$ cat src/rtl/sht30_pkg.sv
`default_nettype none
// +----------------------------------------------------------------------+
// | sht30_pkg: op encodings, sensor command words, CRC constants, states  |
// | Rev 1.0                                                               |
// +----------------------------------------------------------------------+
package sht30_pkg;

  localparam logic [1:0] OP_START = 2'd0;
  localparam logic [1:0] OP_WRITE = 2'd1;
  localparam logic [1:0] OP_READ  = 2'd2;
  localparam logic [1:0] OP_STOP  = 2'd3;

  localparam logic [15:0] CMD_SOFT_RST = 16'h30A2;
  localparam logic [15:0] CMD_MEAS     = 16'h2C06;

  localparam logic [7:0] CRC_POLY = 8'h31;
  localparam logic [7:0] CRC_INIT = 8'hFF;

  typedef enum logic [2:0] {
    ST_RST_SEQ   = 3'd0,
    ST_RST_WAIT  = 3'd1,
    ST_IDLE      = 3'd2,
    ST_MEAS_SEQ  = 3'd3,
    ST_MEAS_WAIT = 3'd4,
    ST_READ_SEQ  = 3'd5,
    ST_CHECK     = 3'd6
  } state_e;

  typedef struct packed {
    logic [1:0] op;
    logic [7:0] data;
    logic       nack;
  } op_t;

  // Op ROM: step 0 is always START, step 1 the address byte, last step STOP.
  function automatic op_t op_rom(input state_e st, input logic [3:0] step, input logic [6:0] addr);
    op_t         o;
    logic [15:0] cmd;
    o   = '{op: OP_STOP, data: 8'h00, nack: 1'b0};
    cmd = (st == ST_RST_SEQ) ? CMD_SOFT_RST : CMD_MEAS;
    if (step == 4'd0) begin
      o.op = OP_START;
    end else if (step == 4'd1) begin
      o.op   = OP_WRITE;
      o.data = {addr, (st == ST_READ_SEQ)};
    end else if (st == ST_READ_SEQ) begin
      if (step <= 4'd7) begin
        o.op   = OP_READ;
        o.nack = (step == 4'd7);
      end
    end else if (step <= 4'd3) begin
      o.op   = OP_WRITE;
      o.data = (step == 4'd2) ? cmd[15:8] : cmd[7:0];
    end
    return o;
  endfunction

  function automatic logic [3:0] last_step(input state_e st);
    return (st == ST_READ_SEQ) ? 4'd8 : 4'd4;
  endfunction

endpackage
`default_nettype wire

$ cat src/rtl/sht30_crc8.sv
`default_nettype none
// +----------------------------------------------------------------------+
// | sht30_crc8: combinational CRC-8 (0x31, init 0xFF) over two bytes      |
// | Rev 1.0                                                               |
// +----------------------------------------------------------------------+
module sht30_crc8
  import sht30_pkg::*;
(
  input  logic [15:0] data,
  output logic [7:0]  crc
);

  always_comb begin
    crc = CRC_INIT;
    for (int i = 15; i >= 0; i--) begin
      crc = (crc[7] ^ data[i]) ? ({crc[6:0], 1'b0} ^ CRC_POLY) : {crc[6:0], 1'b0};
    end
  end

endmodule
`default_nettype wire

$ cat src/rtl/sht30_meas_sched.sv
`default_nettype none
// +----------------------------------------------------------------------+
// | sht30_meas_sched: soft reset + periodic/triggered SHT30 measurements  |
// | Rev 1.0                                                               |
// +----------------------------------------------------------------------+
module sht30_meas_sched
  import sht30_pkg::*;
#(
  parameter logic [6:0]  DEV_ADDR     = 7'h44,
  parameter logic [25:0] T_RST_CYC    = 26'd75_000,
  parameter logic [25:0] T_MEAS_CYC   = 26'd750_000,
  parameter logic [25:0] T_PERIOD_CYC = 26'd50_000_000,
  parameter logic [3:0]  MAX_RETRY    = 4'd3
) (
  input  logic        clk,
  input  logic        rst,
  input  logic        auto_en,
  input  logic        trig,
  output logic        cmd_valid,
  input  logic        cmd_ready,
  output logic [1:0]  cmd_op,
  output logic [7:0]  cmd_data,
  output logic        cmd_nack,
  input  logic        rsp_valid,
  input  logic [7:0]  rsp_data,
  input  logic        rsp_nack,
  output logic [15:0] t_code,
  output logic [15:0] h_code,
  output logic        data_valid,
  output logic        crc_err,
  output logic        bus_err,
  output logic        busy
);

  state_e      state_q, state_d;
  logic [3:0]  step_q, step_d;
  logic [25:0] wait_q, wait_d;
  logic [25:0] per_q, per_d;
  logic [3:0]  retry_q, retry_d;
  logic        pending_q, pending_d;
  logic        abort_q, abort_d;
  logic        waiting_q, waiting_d;
  logic [47:0] rd_q, rd_d;
  logic        cmd_valid_q, cmd_valid_d;
  op_t         cmd_q, cmd_d;
  logic [15:0] t_code_q, t_code_d;
  logic [15:0] h_code_q, h_code_d;
  logic        data_valid_q, data_valid_d;
  logic        crc_err_q, crc_err_d;
  logic        bus_err_q, bus_err_d;
  logic        busy_q, busy_d;
  logic        fail;
  logic [4:0]  retry_inc;
  logic [7:0]  crc_t, crc_h;

  sht30_crc8 u_crc_t (.data(rd_q[47:32]), .crc(crc_t));
  sht30_crc8 u_crc_h (.data(rd_q[23:8]),  .crc(crc_h));

  always_comb begin
    state_d      = state_q;
    step_d       = step_q;
    wait_d       = wait_q;
    per_d        = per_q;
    retry_d      = retry_q;
    pending_d    = pending_q;
    abort_d      = abort_q;
    waiting_d    = waiting_q;
    rd_d         = rd_q;
    cmd_valid_d  = cmd_valid_q;
    cmd_d        = cmd_q;
    t_code_d     = t_code_q;
    h_code_d     = h_code_q;
    data_valid_d = 1'b0;
    crc_err_d    = 1'b0;
    bus_err_d    = bus_err_q;
    fail         = 1'b0;
    retry_inc    = {1'b0, retry_q} + 5'd1;

    if (!auto_en)            per_d = T_PERIOD_CYC - 26'd1;
    else if (per_q != '0)    per_d = per_q - 26'd1;
    if (trig && state_q != ST_IDLE) pending_d = 1'b1;

    case (state_q)
      ST_IDLE: begin
        if (trig || pending_q || (auto_en && per_q == '0)) begin
          state_d   = ST_MEAS_SEQ;
          pending_d = 1'b0;
          per_d     = T_PERIOD_CYC - 26'd1;
        end
      end
      ST_RST_WAIT: begin
        if (wait_q == '0) state_d = ST_IDLE;
        else              wait_d  = wait_q - 26'd1;
      end
      ST_MEAS_WAIT: begin
        if (wait_q == '0) state_d = ST_READ_SEQ;
        else              wait_d  = wait_q - 26'd1;
      end
      ST_CHECK: begin
        if (crc_t == rd_q[31:24] && crc_h == rd_q[7:0]) begin
          t_code_d     = rd_q[47:32];
          h_code_d     = rd_q[23:8];
          data_valid_d = 1'b1;
          retry_d      = '0;
          state_d      = ST_IDLE;
        end else begin
          crc_err_d = 1'b1;
          fail      = 1'b1;
        end
      end
      default: begin
        // Sequence states: issue -> accepted -> response, one op at a time.
        if (!cmd_valid_q && !waiting_q) begin
          cmd_valid_d = 1'b1;
          cmd_d       = op_rom(state_q, step_q, DEV_ADDR);
        end else if (cmd_valid_q && cmd_ready) begin
          cmd_valid_d = 1'b0;
          waiting_d   = 1'b1;
        end else if (waiting_q && rsp_valid) begin
          waiting_d = 1'b0;
          if (cmd_q.op == OP_READ) rd_d = {rd_q[39:0], rsp_data};
          if (cmd_q.op == OP_STOP) begin
            if (abort_q) begin
              fail = 1'b1;
            end else if (state_q == ST_RST_SEQ) begin
              state_d = ST_RST_WAIT;
              wait_d  = T_RST_CYC;
            end else if (state_q == ST_MEAS_SEQ) begin
              state_d = ST_MEAS_WAIT;
              wait_d  = T_MEAS_CYC;
            end else begin
              state_d = ST_CHECK;
            end
          end else if (cmd_q.op == OP_WRITE && rsp_nack) begin
            abort_d = 1'b1;
            step_d  = last_step(state_q);
          end else begin
            step_d = step_q + 4'd1;
          end
        end
      end
    endcase

    if (fail) begin
      if (retry_inc > {1'b0, MAX_RETRY}) begin
        bus_err_d = 1'b1;
        retry_d   = '0;
        state_d   = ST_RST_SEQ;
      end else begin
        retry_d = retry_inc[3:0];
        state_d = (state_q == ST_RST_SEQ) ? ST_RST_SEQ : ST_MEAS_SEQ;
      end
      step_d  = '0;
      abort_d = 1'b0;
    end
    if (state_d != state_q) begin
      step_d  = '0;
      abort_d = 1'b0;
    end
    busy_d = (state_d != ST_IDLE);
  end

  always_ff @(posedge clk) begin
    if (rst) begin
      state_q      <= ST_RST_SEQ;
      step_q       <= '0;
      wait_q       <= '0;
      per_q        <= T_PERIOD_CYC - 26'd1;
      retry_q      <= '0;
      pending_q    <= 1'b0;
      abort_q      <= 1'b0;
      waiting_q    <= 1'b0;
      rd_q         <= '0;
      cmd_valid_q  <= 1'b0;
      cmd_q        <= '0;
      t_code_q     <= '0;
      h_code_q     <= '0;
      data_valid_q <= 1'b0;
      crc_err_q    <= 1'b0;
      bus_err_q    <= 1'b0;
      busy_q       <= 1'b0;
    end else begin
      state_q      <= state_d;
      step_q       <= step_d;
      wait_q       <= wait_d;
      per_q        <= per_d;
      retry_q      <= retry_d;
      pending_q    <= pending_d;
      abort_q      <= abort_d;
      waiting_q    <= waiting_d;
      rd_q         <= rd_d;
      cmd_valid_q  <= cmd_valid_d;
      cmd_q        <= cmd_d;
      t_code_q     <= t_code_d;
      h_code_q     <= h_code_d;
      data_valid_q <= data_valid_d;
      crc_err_q    <= crc_err_d;
      bus_err_q    <= bus_err_d;
      busy_q       <= busy_d;
    end
  end

  assign cmd_valid  = cmd_valid_q;
  assign cmd_op     = cmd_q.op;
  assign cmd_data   = cmd_q.data;
  assign cmd_nack   = cmd_q.nack;
  assign t_code     = t_code_q;
  assign h_code     = h_code_q;
  assign data_valid = data_valid_q;
  assign crc_err    = crc_err_q;
  assign bus_err    = bus_err_q;
  assign busy       = busy_q;

endmodule
`default_nettype wire

$ cat config.mk
export PLATFORM = sky130hd
export DESIGN_NAME = sht30_meas_sched
export DESIGN_NICKNAME = d
export VERILOG_FILES = /design/src/rtl/sht30_pkg.sv /design/src/rtl/sht30_crc8.sv /design/src/rtl/sht30_meas_sched.sv
export SDC_FILE = /design/constraint.sdc
export NUM_CORES = 1
export LEC_CHECK = 0
export BUFFER_PORTS_ARGS = -buffer_cell sky130_fd_sc_hd__buf_2
export CORE_AREA = 2 2 180 94
export CTS_CLUSTER_DIAMETER = 80
export DETAILED_ROUTE_END_ITERATION = 8
export DIE_AREA = 0 0 182 96
export PLACE_DENSITY = 0.78
export REMOVE_ABC_BUFFERS = 1
export SYNTH_ARGS = -nofsm -noshare
export SYNTH_HDL_FRONTEND = slang
export SYNTH_SLANG_ARGS = --single-unit
$ cat constraint.sdc
create_clock -name clk -period 4.4 [get_ports clk]
set_clock_uncertainty 0.1 [all_clocks]
set_input_delay 0.44 -clock clk [delete_from_list [all_inputs] [get_ports clk]]
set_output_delay 0.44 -clock clk [all_outputs]
set_load 0.02 [all_outputs]
Word-level counts from Yosys, hierarchy flattened
Index checks and enable logic that the tools add are counted.
{ "word_totals": {"ff_bits": 162, "out_inout_bits": 48, "in_bits": 15, "word_cells": 245} }
{ "classes": {"n_eq_ne": 21, "add_sub_neg": 4, "n_mux": 93, "bitwise": 66, "order_cmp": 3, "reduce_logical": 39} }
{ "ops": {"columns": ["operator", "count"], "rows": [
  ["$mux W26", 12],
  ["$mux W6", 32],
  ["$not A3 Y3", 30],
  ["$logic_not A26 Y1", 2],
  ["$pmux W26 S2", 1],
  ["$sub A26 B1 Y26 const B", 2],
  ["$mux W3", 11],
  ["$reduce_bool A26 Y1", 1],
  ["$xor A1 B1 Y1", 26],
  ["$mux W4", 6],
  ["$mux W10", 2],
  ["$mux W1", 18],
  ["$eq A8 B8 Y1", 2],
  ["$mux W8", 2],
  ["$mux W13", 1],
  ["$pmux W3 S4", 1],
  ["$reduce_bool A2 Y1", 6],
  ["$mux W2", 5],
  ["$reduce_and A2 Y1", 5],
  ["$reduce_and A5 Y1", 2],
  ["$eq A3 B3 Y1 const B", 3],
  ["$mux W9", 1],
  ["$ne A2 B2 Y1 const B", 4],
  ["$reduce_and A8 Y1", 1],
  ["28 further kinds", 50]
]} }

Longest topological paths before layout
{ "logic_depth": {"ltp_word": 38, "depth_mapped": 12, "mapped_depth_nobuf": 11} }

Modules after synthesis
From an unflattened synthesis, not the netlist that was laid out.
{ "unflattened": {"cells_unflattened": 922, "hier_area_um2": 8000.2} }
{ "by_module_without_submodules": {"columns": ["module", "n_inst", "seq_area_each_um2", "area_per_inst_um2", "cells_per_inst"], "rows": [
  ["sht30_meas_sched", 1, 3223.1, 7184.4, 860],
  ["sht30_crc8", 2, 0.0, 407.9, 31]
]} }

Least setup slack after synthesis
Ideal clock, no wire load.
{ "synth_path": {"kind": "register to register", "start": "reg rd_q[17]", "end": "reg h_code_q[15] (netlist: h_code[15])", "stages_incl_launch_ff": 10, "synth_period_minus_slack_ns": 3.432, "t_required_ns": 4.172, "t_arrival_ns": 3.205, "setup_slack_ns": 0.968, "path_buffers": 1, "setup_ns": 0.128, "path_cell_list": "dfxtp_1 -> xnor3_2 -> xnor2_4 -> xnor3_1 -> mux2_4 -> or4_4 -> nor4b_4 -> buf_6 -> mux2i_1 -> nor2_1"} }
{ "synth_between": {"elab_chain_cells": 16, "word_cells_on_any_way": 26, "classes_between": "1 x eq/ne; 10 x mux; 13 x bitwise; 2 x reduce/logical"} }
{ "synth_rtl": {"columns": ["item", "line", "text"], "rows": [
  ["start: declaration", "sht30_meas_sched.sv:43", "logic [47:0] rd_q, rd_d;"],
  ["start signal: assignment", "sht30_meas_sched.sv:191", "rd_q <= rd_d;"],
  ["$xor A1 B1 Y1 (*)", "sht30_crc8.sv:16", "crc = (crc[7] ^ data[i]) ? ({crc[6:0], 1'b0} ^ CRC_POLY) : {crc[6:0], 1'b0};"],
  ["$mux W6 (*)", "sht30_crc8.sv:16", null],
  ["$not A3 Y3 (no line) / $mux W6 (equally long branches)", null, null],
  ["$mux W6", "sht30_crc8.sv:16", null],
  ["$xor A1 B1 Y1 / $mux W6 (equally long branches)", "sht30_crc8.sv:16", null],
  ["$mux W6 / $not A3 Y3 (equally long branches)", null, null],
  ["$mux W6", "sht30_crc8.sv:16", null],
  ["$mux W6 / $not A3 Y3 (equally long branches)", null, null],
  ["$mux W6", "sht30_crc8.sv:16", null],
  ["$not A3 Y3 (no line) / $xor A1 B1 Y1 (equally long branches)", null, null],
  ["$mux W6", "sht30_crc8.sv:16", null],
  ["$not A3 Y3 (no line)", null, null],
  ["$mux W6", "sht30_crc8.sv:16", null],
  ["$eq A8 B8 Y1 (*)", "sht30_meas_sched.sv:100", "if (crc_t == rd_q[31:24] && crc_h == rd_q[7:0]) begin"],
  ["$logic_and A1 B1 Y1 (*)", "sht30_meas_sched.sv:100", null],
  ["$reduce_and A2 Y1 (no line) (*)", null, null],
  ["end signal: assignment", "sht30_meas_sched.sv:195", "h_code_q <= h_code_d;"],
  ["end: declaration", "sht30_meas_sched.sv:47", "logic [15:0] h_code_q, h_code_d;"]
]} }
Every way passes the cells marked *; elsewhere a longest branch is shown, timed or not.
A chain may end at the register's enable or synchronous reset.

Worst setup path after layout
{ "layout_path": {"start": "reg rd_q[42]", "end": "reg t_code_q[2] (netlist: t_code[2])"} }
{ "layout_between": {"elab_chain_cells": 16, "word_cells_on_any_way": 29, "classes_between": "1 x eq/ne; 11 x mux; 15 x bitwise; 2 x reduce/logical"} }
{ "layout_rtl": {"columns": ["item", "line", "text"], "rows": [
  ["$xor A1 B1 Y1 (*)", "sht30_crc8.sv:16", null],
  ["$mux W6 (*)", "sht30_crc8.sv:16", null],
  ["$mux W6 / $not A3 Y3 (equally long branches)", null, null],
  ["$mux W6", "sht30_crc8.sv:16", null],
  ["$mux W6 / $xor A1 B1 Y1 (equally long branches)", "sht30_crc8.sv:16", null],
  ["$not A3 Y3 (no line) / $mux W6 (equally long branches)", null, null],
  ["$mux W6", "sht30_crc8.sv:16", null],
  ["$not A3 Y3 (no line) / $mux W6 (equally long branches)", null, null],
  ["$mux W6", "sht30_crc8.sv:16", null],
  ["$xor A1 B1 Y1 / $not A3 Y3 (equally long branches)", null, null],
  ["$mux W6", "sht30_crc8.sv:16", null],
  ["$mux W6 / $not A3 Y3 (equally long branches)", null, null],
  ["$mux W6", "sht30_crc8.sv:16", null],
  ["$eq A8 B8 Y1 (*)", "sht30_meas_sched.sv:100", null],
  ["$logic_and A1 B1 Y1 (*)", "sht30_meas_sched.sv:100", null],
  ["$reduce_and A2 Y1 (no line) (*)", null, null],
  ["end signal: assignment", "sht30_meas_sched.sv:194", "t_code_q <= t_code_d;"],
  ["end: declaration", "sht30_meas_sched.sv:46", "logic [15:0] t_code_q, t_code_d;"]
]} }
Marked as above.

==> impl_metrics.env <==
export IMPL_r2r_start="rd_q[42]"
export IMPL_row_count=33
export IMPL_fp_dieW_um=182
export IMPL_final_core_utilization_pct=54.7
export IMPL_crit_arrival_ns=4.08
export IMPL_via_per_inst=5.45
export IMPL_pwr_share_comb_pct=3.8
export IMPL_hold_viol=0
export IMPL_grt_overflow_total=0
export IMPL_layout_worst_path_cycle_share_pct=88.6
export IMPL_synth_enable_flop_cells=0
export IMPL_dieHeight_um=96
export IMPL_total_switching_power_mw=0.716
export IMPL_placedCellCount=1141
export IMPL_cts_hold_fix_buffers=0
export IMPL_r2r_cells=10
export IMPL_rsz0062_at_grt="false"
export IMPL_worstPathMaxFanout=20
export IMPL_cts_buffers=17
export IMPL_syn_area_um2=7760
export IMPL_slew_viol_final=0
export IMPL_clk_path_buf_depth=2
export IMPL_final_setup_viol_count=0
export IMPL_tns_ns=0
export IMPL_final_hold_worst_slack_ns=0.148
export IMPL_vias_in_the_first_global_route=5771
export IMPL_holdPathEnd="rd_q[7]"
export IMPL_p_leak_nw=3.23
export IMPL_power_share_switching_pct=23.8
export IMPL_synth_top_cells_by_area="dfxtp_1 (42%), nand2_1 (7.5%), a21oi_1 (5.9%), xnor2_1 (5.8%), nor2_1 (4.9%)"
export IMPL_critical_path_endpoint_type="flop"
export IMPL_worstSetupStartpointType="flop"
export IMPL_critPathKind="flop to flop"
export IMPL_layout_cells_non_filler=1172
export IMPL_drt_pass1_iter_count=5
export IMPL_cts_resized_gates=0
export IMPL_area_sequential_um2=3220
export IMPL_synth_most_common_cell="dfxtp_1"
export IMPL_htreeDepth=4
export IMPL_dr_first_iter_drc_count=587
export IMPL_area_delta_synth_final_pct=12.3
export IMPL_max_freq_mhz=256
export IMPL_synth_cell_type_count=63
export IMPL_outcome="completed"
export IMPL_r2r_end="t_code[2]"
export IMPL_place_gp_congestion=0.881
export IMPL_initial_utilization_pct=48.7
export IMPL_clock_sinks=161
export IMPL_cts_setup_buffers=0
export IMPL_grt_util_all_layers_pct=21.8
export IMPL_multi_input_comb_area_um2=4280
export IMPL_finalWorstPathRequiredPeriod_ns=3.90
export IMPL_post_synth_cell_area_avg_um2=8.52
export IMPL_ir_worst_vdd_v=0.000273
export IMPL_antenna_found_initial=0
export IMPL_drt_drc_violations_left=0
export IMPL_grt_first_pass_wirelength_um=29900
export IMPL_worst_min_path_class="input port to flop"
export IMPL_clockRootBuffer="clkbuf_16"
export IMPL_yosysTopAreaCellShare_pct=41.6
export IMPL_dp_hpwl_um=12800
export IMPL_post_route_cells_drive_above_1_share_pct=12.1
export IMPL_grt_max_degree=77
export IMPL_syn_inst=910
export IMPL_pwr_per_cell_area_nw_per_um2=345
export IMPL_max_slew_margin_pct=28.5
export IMPL_timing_max_cap_violations=0
export IMPL_synth_yosys_seq_area_share_pct=41.6
export IMPL_synth_top_cells_by_count="dfxtp_1 (161), nand2_1 (156), nor2_1 (102)"
export IMPL_post_drt_wl_per_cell_um=15.7
export IMPL_cts_tree="done"
export IMPL_totalWireLength_um=18400
export IMPL_whs_path_depth=3
export IMPL_power_sequential_fraction_pct=49.1
export IMPL_power_report_internal_total_mw=2.29
export IMPL_ioPinCount=63
export IMPL_timing_hold_worst_start="rsp_data[7]"
export IMPL_share_clk_of_total_power_pct=47.1
export IMPL_worst_ep_required_time_ns=4.58
export IMPL_port_buffers=61
export IMPL_clk_insertion_delay_late_ns=0.42
export IMPL_antenna_cells=0
export IMPL_yosys_warnings=0
export IMPL_internal_reg_to_reg_setup_slack_ns=0.50
export IMPL_dr_total_vias=6390
export IMPL_remaining_antenna_violation_count_after_routing=0
export IMPL_die_ar_um2=17500
export IMPL_postSynthRegisterBits=161
export IMPL_nets=973
export IMPL_worst_setup_hold_path_clk_slew_ns=0.07
export IMPL_fillerInstances=1460
export IMPL_placeableCoreArea_um2=15900
export IMPL_yosys_most_used_dff="dfxtp_1"
export IMPL_synthDominantAreaCellType="dfxtp_1"
export IMPL_worst_pin_slew_ns=1.07
export IMPL_postSynth_asyncResetShare_pct=0
## power groups by stage
stage | Clock, mW | Sequential (mW) | Combinational [mW]
after global placement | 0 | 1.51 | 0.111
after floorplan | 0 | 1.51 | 0.0588
after CTS | 1.44 | 1.48 | 0.113
after detailed placement | 0 | 1.51 | 0.112
final | 1.42 | 1.48 | 0.114
after global routing | 1.49 | 1.48 | 0.126
## logic make-up after synthesis
family	Yosys count	share of synthesized area, %
buf+inv	58	3.39
mux	41	5.42
flops	161	41.6
xor+xnor	91	13.6
other cells	1	0.0483
fa+ha+maj	8	1.29
compound gates	157	11.3
simple gates	393	23.4
## worst max path at each step
stage | cells past startpoint | slack, ns | from | to
finish | 10 | 0.50 | rd_q[42] | t_code[2]
global placement | 9 | 0.66 | rd_q[17] | t_code[1]
CTS | 10 | 0.51 | rd_q[42] | t_code[2]
detailed placement | 10 | 0.55 | rd_q[42] | t_code[5]
global route | 10 | 0.26 | rd_q[42] | t_code[2]
floorplan | 8 | -0.06 | rd_q[17] | h_code[0]
## stage by stage
step	setup slack [ns]	power (mW)	instance area, um^2
2_1_floorplan	-0.0604	1.57	7540
3_3_place_gp	0.662	1.62	8160
3_5_place_dp	0.548	1.62	8160
4_1_cts	0.513	3.03	8710
5_1_grt	0.258	3.10	8710
6_report	0.501	3.01	8710
## cells in the final DEF (no fill, tap or decap), drive strengths merged, types with 3 or more instances in the layout
| master | Yosys | routed |
|---|---|---|
| dfxtp | 161 | 161 |
| nand2 | 156 | 156 |
| nor2 | 102 | 102 |
| a21oi | 91 | 91 |
| buf | 8 | 67 |
| xnor2 | 55 | 55 |
| nor3 | 38 | 38 |
| mux2i | 36 | 36 |
| o21ai | 31 | 31 |
| xor2 | 21 | 21 |
| clkbuf | 37 | 20 |
| or3 | 17 | 17 |
| nand3 | 14 | 14 |
| nor4 | 14 | 14 |
| inv | 12 | 14 |
| xnor3 | 12 | 12 |
| or4 | 9 | 9 |
| nand2b | 8 | 8 |
| ha | 8 | 8 |
| a22oi | 7 | 7 |
| nor3b | 6 | 6 |
| a31oi | 5 | 5 |
| mux2 | 5 | 5 |
| clkinv | 0 | 5 |
| or2 | 4 | 4 |
| nand4 | 4 | 4 |
| o31ai | 4 | 4 |
| xor3 | 3 | 3 |
| and3 | 3 | 3 |
| o211ai | 3 | 3 |
| and2 | 3 | 3 |
| nor2b | 3 | 3 |
| a211oi | 3 | 3 |
| nand3b | 3 | 3 |
| clkinvlp | 0 | 3 |
## sequential cells by signal, indices dropped and copies added, names as in the netlist, 2 cells and up
name and count:
rd_q 48, per_q 26, wait_q 26, h_code 16
t_code 16, cmd_data 7, retry_q 4, step_q 4
state_q 3, cmd_op 2
## routing by layer
layer / GRT usage (%) / share of wire [%]
met5: 0 / 0
met4: 6.52 / 0.93
met3: 4.77 / 7.1
met2: 28.4 / 37
met1: 34.5 / 55
## final cells by class
class	count	area share, %
sequential	161	37.0
clock inverter	11	1.22
multi-input combinational	691	49.1
clock buffer	20	5.13
timing repair buffer	67	4.05
inverter	12	0.517
tap	210	3.02
## critical path: stages, from the launching register on
cell     delay (ns)
dfxtp_1        0.35
xnor2_1        0.47
xnor3_1        0.46
xnor2_1        0.52
xnor2_1        0.18
nand2_1        0.10
or4_4          0.53
nor4b_4        0.30
buf_4          0.42
mux2i_1        0.25
nor2_1         0.06
No activity file was read; power rests on OpenSTA's default activity.
